`config.mk`:
```
export PLATFORM = sky130hd
export DESIGN_NAME = toggle_decoder
export DESIGN_NICKNAME = d
export VERILOG_FILES = /design/src/rtl/toggle_decoder_pkg.sv /design/src/rtl/toggle_edge_det.sv /design/src/rtl/toggle_decoder.sv
export SDC_FILE = /design/constraint.sdc
export NUM_CORES = 1
export LEC_CHECK = 0
export BUFFER_PORTS_ARGS = -buffer_cell sky130_fd_sc_hd__buf_4
export CORE_UTILIZATION = 60
export CTS_CLUSTER_DIAMETER = 50
export DETAILED_ROUTE_END_ITERATION = 10
export GPL_TIMING_DRIVEN = 0
export PLACE_DENSITY_LB_ADDON = 0.05
export SLEW_MARGIN = 0
export SYNTH_ARGS = -nofsm -noshare
export SYNTH_HDL_FRONTEND = slang
export SYNTH_SLANG_ARGS = --single-unit
```
`constraint.sdc`:
```
create_clock -name clk -period 6.1 [get_ports clk]
set_input_delay 1.22 -clock clk [delete_from_list [all_inputs] [get_ports clk]]
set_output_delay 1.22 -clock clk [all_outputs]
set_load 0.05 [all_outputs]
```
`src/rtl/toggle_decoder_pkg.sv`:
```
// toggle_decoder_pkg: state encoding and default parameters shared by the toggle decoder.
package toggle_decoder_pkg;
  typedef enum logic [1:0] {
    IDLE    = 2'd0,
    ACTIVE  = 2'd1,
    STALLED = 2'd2
  } tdec_state_t;
  localparam int DEF_CNT_W   = 8;
  localparam int DEF_INT_W   = 16;
  localparam int DEF_TIMEOUT = 1000;
endpackage

```
`src/rtl/toggle_edge_det.sv`:
```
// toggle_edge_det: turns level transitions on tog_in into a single-cycle evt strobe.
// TOGGLE_DECODER_SYNC_EN adds a 2-flop synchronizer in front of the edge detector.
module toggle_edge_det (
  input  logic clk,
  input  logic rst,
  input  logic tog_in,
  output logic evt
);
  logic tog_s;
  logic tog_q;
  logic primed_q;
`ifdef TOGGLE_DECODER_SYNC_EN
  logic [1:0] sync_q;
  always_ff @(posedge clk or posedge rst) begin
    if (rst) sync_q <= 2'b00;
    else     sync_q <= {sync_q[0], tog_in};
  end
  assign tog_s = sync_q[1];
`else
  assign tog_s = tog_in;
`endif
  // The first sample after reset only seeds tog_q, so a static level is never mistaken for an event.
  always_ff @(posedge clk or posedge rst) begin
    if (rst) begin
      tog_q    <= 1'b0;
      primed_q <= 1'b0;
    end else begin
      tog_q    <= tog_s;
      primed_q <= 1'b1;
    end
  end
  assign evt = primed_q & (tog_s ^ tog_q);
endmodule

```
`src/rtl/toggle_decoder.sv`:
```
// toggle_decoder: recovers events from a toggle-encoded level, counts them and reports inter-event intervals.
// Define TOGGLE_DECODER_SYNC_EN to synchronize tog_in (adds 2 cycles of event latency).
module toggle_decoder
  import toggle_decoder_pkg::*;
#(
  parameter int CNT_W   = DEF_CNT_W,
  parameter int INT_W   = DEF_INT_W,
  parameter int TIMEOUT = DEF_TIMEOUT
) (
  input  logic             clk,
  input  logic             rst,
  input  logic             tog_in,
  input  logic             clr,
  output logic             evt_pulse,
  output logic [CNT_W-1:0] evt_cnt,
  output logic             int_valid,
  input  logic             int_ready,
  output logic [INT_W-1:0] int_data,
  output logic             ovf,
  output logic             stalled,
  output logic [1:0]       state
);
  localparam logic [INT_W-1:0] TO = INT_W'(TIMEOUT);
  logic             evt;
  tdec_state_t      state_q, state_d;
  logic [CNT_W-1:0] cnt_q, cnt_d;
  logic [INT_W-1:0] icnt_q, icnt_d;
  logic [INT_W-1:0] data_q, data_d;
  logic             valid_q, valid_d;
  logic             ovf_q, ovf_d;
  logic             pulse_q, stalled_q;
  logic             push, xfer, load;

  toggle_edge_det u_edge (
    .clk   (clk),
    .rst   (rst),
    .tog_in(tog_in),
    .evt   (evt)
  );

  always_ff @(posedge clk or posedge rst) begin
    if (rst) state_q <= IDLE;
    else     state_q <= state_d;
  end

  // The first event after IDLE only starts timing; later events emit the elapsed interval.
  always_comb begin
    push    = evt & ~clr & (state_q != IDLE);
    xfer    = valid_q & int_ready;
    load    = push & (~valid_q | xfer);
    icnt_d  = clr ? '0 : evt ? INT_W'(1) : (&icnt_q) ? icnt_q : icnt_q + 1'b1;
    cnt_d   = clr ? '0 : evt ? cnt_q + 1'b1 : cnt_q;
    valid_d = clr ? 1'b0 : load ? 1'b1 : xfer ? 1'b0 : valid_q;
    data_d  = load ? icnt_q : data_q;
    ovf_d   = clr ? 1'b0 : (push & ~load) ? 1'b1 : ovf_q;
    state_d = state_q;
    if (clr)                     state_d = IDLE;
    else if (evt)                state_d = ACTIVE;
    else if (state_q == ACTIVE && icnt_d == TO) state_d = STALLED;
  end

  always_ff @(posedge clk or posedge rst) begin
    if (rst) begin
      cnt_q     <= '0;
      icnt_q    <= '0;
      data_q    <= '0;
      valid_q   <= 1'b0;
      ovf_q     <= 1'b0;
      pulse_q   <= 1'b0;
      stalled_q <= 1'b0;
    end else begin
      cnt_q     <= cnt_d;
      icnt_q    <= icnt_d;
      data_q    <= data_d;
      valid_q   <= valid_d;
      ovf_q     <= ovf_d;
      pulse_q   <= evt & ~clr;
      stalled_q <= (state_d == STALLED);
    end
  end

  assign evt_pulse = pulse_q;
  assign evt_cnt   = cnt_q;
  assign int_valid = valid_q;
  assign int_data  = data_q;
  assign ovf       = ovf_q;
  assign stalled   = stalled_q;
  assign state     = state_q;
endmodule

```
Word level (Yosys, flattened, before mapping)
Index checks and enable logic that the tools add are counted.

storage, ports and cells
  bits of input ports = 5
  output and inout port bits = 30
  logic and storage cells = 45
  register bits after elaboration = 48

operators by class
  equal/unequal tests = 3
  multiplexer cells = 13
  bitwise operators = 11
  reduce and logical (&&, ||, !) cells = 6
  add/sub/neg operators = 2

operator list
  kind                     count
  $mux W16                 3
  $add A16 B1 Y16 const B  1
  $eq A16 B10 Y1 const B   1
  $mux W8                  2
  $reduce_and A16 Y1       1
  $add A8 B1 Y8 const B    1
  $and A1 B1 Y1            6
  $mux W2                  3
  $reduce_bool A2 Y1       3
  $mux W1                  5
  $not A1 Y1               3
  $reduce_bool A3 Y1       1
  $eq A2 B1 Y1 const B     1
  $eq A2 B2 Y1 const B     1
  $logic_and A1 B1 Y1      1
  $or A1 B1 Y1             1
  $xor A1 B1 Y1            1

Logic depth before layout (Yosys ltp)
  depth in word-level cells = 10
  depth in mapped cells = 8
  gate-level depth less buffers = 7

Modules after synthesis
From an unflattened synthesis, not the netlist that was laid out.

unflattened totals
  cells, all modules = 210
  area, all modules = 2234.6 um^2

modules (own cells, without submodules)
  module           instances  seq. area each (um^2)  area an instance (um^2)  cells an instance
  toggle_decoder   1          1151.1                 2162.1                   204
  toggle_edge_det  1          50.0                   72.6                     6

Least setup slack after synthesis
No wires, ideal clock.

  path type = input -> register
  start = in tog_in
  end = reg data_q[2] (netlist: int_data[2])
  data required time = 5.972 ns
  setup slack = 3.220 ns
  stages on the path = 7
  library setup time = 0.128 ns
  data arrival time = 2.753 ns
  buffers on the path = 2
  path through = xor2_1 -> and2_1 -> buf_2 -> o21ai_0 -> nand3b_1 -> buf_2 -> mux2_1

between the ends
  longest elaborated chain between the ends = 5

ends and longest elaborated chain
  what                        line                   RTL
  start: declaration          toggle_decoder.sv:12   input logic tog_in,
  $xor A1 B1 Y1               toggle_edge_det.sv:32  assign evt = primed_q & (tog_s ^ tog_q);
  $and A1 B1 Y1               toggle_edge_det.sv:32
  $and A1 B1 Y1 (2 in a row)  toggle_decoder.sv:48   push = evt & ~clr & (state_q != IDLE);
  $and A1 B1 Y1               toggle_decoder.sv:50   load = push & (~valid_q | xfer);
  end signal: assignment      toggle_decoder.sv:74   data_q <= data_d;
  end: declaration            toggle_decoder.sv:28   logic [INT_W-1:0] data_q, data_d;

Every way passes these cells.
A chain may end at the register's enable or synchronous reset.

Worst setup path in the final report
  start = in tog_in
  end = reg data_q[4] (netlist: int_data[4])

Same word-level chain as after synthesis.

==> summary.txt <==
Power and ir drop
  – Switching share of power: about 25%
  – P_int: between 0.0004 and 0.0005 W
  – Worst vdd ir: approximately 0.19 mV
  – Final Total Pwr: 0.000627 W
  – Switch Pwr: 0.000159 W
  – Pwr Density: ~230 mW/mm²
  – Leakage power: approximately 1.3 nW
  – Clk pwr share: between 30 and 40%
  – Combinational Power Share: 10.5%
  – Sequential power share: 53.2%

Logic synthesis
  – Synth top area share: 53.0%
  – Post-Synthesis Cells: around 200
  – Library cells used by synthesis: 46
  – Area leader, netlist: dfrtp_1
  – Post-synth EDFFs: 0
  – Asr flop ratio synth: 100%
  – Syn_area_per_cell: 11.2 µm²
  – Post-synthesis cell area: 0.00227 mm²
  – Most frequently used flop master after synthesis: dfrtp_1
  – Yosys warnings: 0
  – Post-synthesis sequential area ratio: 53.0%
  – Yosys reg bits: between 40 and 50
  – Mapped Nets: 210
  – Largest cells by area after synthesis: dfrtp_1 53%, mux2_2 6.5%, xor2_1 2.7%

STA
  – Finish-stage setup viols: 0
  – Clock Skews: around 0.0062 ns
  – Fmax: about 340 MHz
  – Max-slew violations: 0
  – Unrepaired setup endpoints after global routing: false
  – Period minus WS final: 2.98 ns
  – Fin crit share: between 40 and 50%
  – Final TNS setup: 0 ns
  – Fin. Hold Viols: 0

Critical path
  – Crit Reg-Reg Endpoint: state[0]$_DFF_PP0_
  – CP Launch Point: tog_in
  – Crit path capture: int_data[4]$_DFFE_PP0P_
  – Critical path's largest stage delay: 0.42 ns
  – CP arrival: between 3 and 4 ns
  – Slowest cell on crit path: nand3b_1
  – Reg2Reg Launch Point: icnt_q[0]$_DFF_PP0_
  – Critical path's most frequent cell: buf_2
  – Crit-path cells: buf_4 > xor2_1 > and2_1 > buf_2 > o21ai_0 > nand3b_1 > buf_2 > mux2_1
  – Worst R2R Path Depth: 7
  – WS Path Type: in -> reg
  – Crit-path max FO: 10
  – Critical path required time: 6.29 ns
  – Crit path capture type: flop
  – Reg2Reg Setup Slack: between 3 and 4 ns
  – CP Launch Type: input pin

Finish
  – Leading cell type in the layout, fill and taps excluded: dfrtp_1
  – N_diodes: 0
  – Most frequent cells in the layout: 48 x dfrtp_1, 36 x buf_4, 16 x nand2_1
  – Area Growth Syn to Fin: 19.6%
  – Share of cells above drive strength 1: between 20 and 30%
  – Fillers: 248
  – Nets: 252
  – Final core utilization: 78.2%

Floorplanning
  – Die Area: 0.00403 mm²
  – Ports: 35
  – Initial Util: about 65%
  – Die height: 63.5 µm
  – Core ar.: 0.00347 mm²
  – Die W: 63.5 µm
  – Std cell rows: 21

Route
  – WL/cell: 16.5 µm
  – DR pass1 iterations: 4
  – Antenna Nets Post-Route: 0
  – Via density: ~6
  – 1st-iter DRT viols: 90
  – Final WL: slightly below 5000 µm
  – Via Count: between 1500 and 2000
  – Residual DRC: 0

Hold path
  – Worst hold path type: reg -> reg
  – Worst Hold Depth: 2

Clock network
  – CTS buffer count: 5
  – Clock buffer depth: 2
  – Post-CTS Setup Inserts: 0
  – # resized after CTS: 0
  – Hold_buf cts: 0
  – Clock slew at the register clock pins of the worst setup and hold paths: about 0.09 ns
  – Clock latency on the worst-skew pair: 0.31 ns
  – H-tree Lvls: 2
  – Sink Count: 48
  – CTS tree: done
  – Clk root buf: clkbuf_8

GRT
  – Via count of the first global-routing pass: between 1500 and 2000
  – Largest net degree at the start of global routing: 30
  – Total GRT Usage: 26.4%
  – Initial antenna violation count: 0
  – GR Overflow Total: 0
  – First-pass GRT wire length: 8090 µm

Run status
  – Run status: finished clean

Placed design
  – Detailed placer's ending HPWL: approximately 3500 µm
  – GP Congestion: 0.899
  – IO buf count: 34

Run
  – Max-capacitance violation count: 0
-- power by group through the flow --
stage	combinational [W]	clock, W	sequential [W]
6_report	0.0000661	0.000228	0.000334
5_1_grt	0.0000705	0.000242	0.000335
4_1_cts	0.0000667	0.000231	0.000333
3_5_place_dp	0.0000666	0	0.000340
3_3_place_gp	0.0000635	0	0.000339
2_1_floorplan	0.0000242	0	0.000359
-- state kept, by name, indices dropped and copies added, names as in the netlist --
name	count
evt_cnt	8
stalled	1
int_data	16
evt_pulse	1
u_edge.tog_q	1
int_valid	1
icnt_q	16
ovf	1
state	2
u_edge.primed_q	1
-- kinds of logic after synthesis --
kind of cell    count (synthesis)  synth area share [%]
xor+xnor                       10                  3.86
flops                          48                  53.0
simple gates                   75                  18.9
buf+inv                        13                  3.64
mux                            18                  8.77
fa+ha+maj                       2                  1.10
other cells                     1                 0.165
compound gates                 36                  10.5
-- layer usage --
metal  share of wire [%]  GRT usage (%)  vias up
met5                   0              0        -
met4                 1.2           8.24        0
met3                 5.0           4.89        6
met2                  50           44.7       57
met1                  43           34.3      865
li1                    -              -      822
-- per-stage QoR --
step	setup slack (ns)	hold slack, ns	cells	area (µm²)
6_report	3.12	0.496	292	2710
5_1_grt	2.98	0.524	292	2710
4_1_cts	3.13	0.505	292	2710
3_5_place_dp	2.80	0.486	284	2600
3_3_place_gp	2.86	0.465	283	2580
2_1_floorplan	3.22	0.539	203	2270
-- cells in the mapped netlist, types with 2 or more instances --
cell type,count
dfrtp_1,48
nand2_1,16
nor2_1,15
mux2_2,13
a21oi_1,9
nand4_1,8
o21ai_0,8
xor2_1,7
nand3_1,6
a31oi_1,5
and4_1,5
and2_1,4
and3_1,4
buf_2,3
buf_6,3
inv_1,3
mux2i_1,3
or3_1,3
xnor2_1,3
a211oi_2,2
buf_4,2
clkbuf_1,2
ha_1,2
mux2_1,2
nand2b_1,2
nand3b_1,2
nor3_1,2
nor4_1,2
o21ai_1,2
-- final cells by class --
type	count	area [µm²]	area share, %
sequential	48	1200	44.3
multi-input combinational	142	983	36.3
timing repair buffer	35	275	10.2
buffer	10	71.3	2.63
clock buffer	5	68.8	2.54
tap	46	57.6	2.12
clock inverter	3	42.5	1.57
inverter	3	11.3	0.415
-- worst max-delay path, delay by kind of cell --
family          cells  cell delay [ns]
simple gates        2             0.58
buf+inv             3             0.63
xor+xnor            1             0.24
mux                 1             0.34
compound gates      1             0.15
-- worst min-delay path by stage --
stage | start | end | slack [ns]
after global placement | int_data[11]$_DFFE_PP0P_ | int_data[11]$_DFFE_PP0P_ | 0.46
after CTS | int_data[11]$_DFFE_PP0P_ | int_data[11]$_DFFE_PP0P_ | 0.51
final | int_data[11]$_DFFE_PP0P_ | int_data[11]$_DFFE_PP0P_ | 0.50
after global routing | int_data[2]$_DFFE_PP0P_ | int_data[2]$_DFFE_PP0P_ | 0.52
after floorplan | icnt_q[8]$_DFF_PP0_ | icnt_q[8]$_DFF_PP0_ | 0.54
after detailed placement | int_data[11]$_DFFE_PP0P_ | int_data[11]$_DFFE_PP0P_ | 0.49
Power figures use the tool's default switching activity.
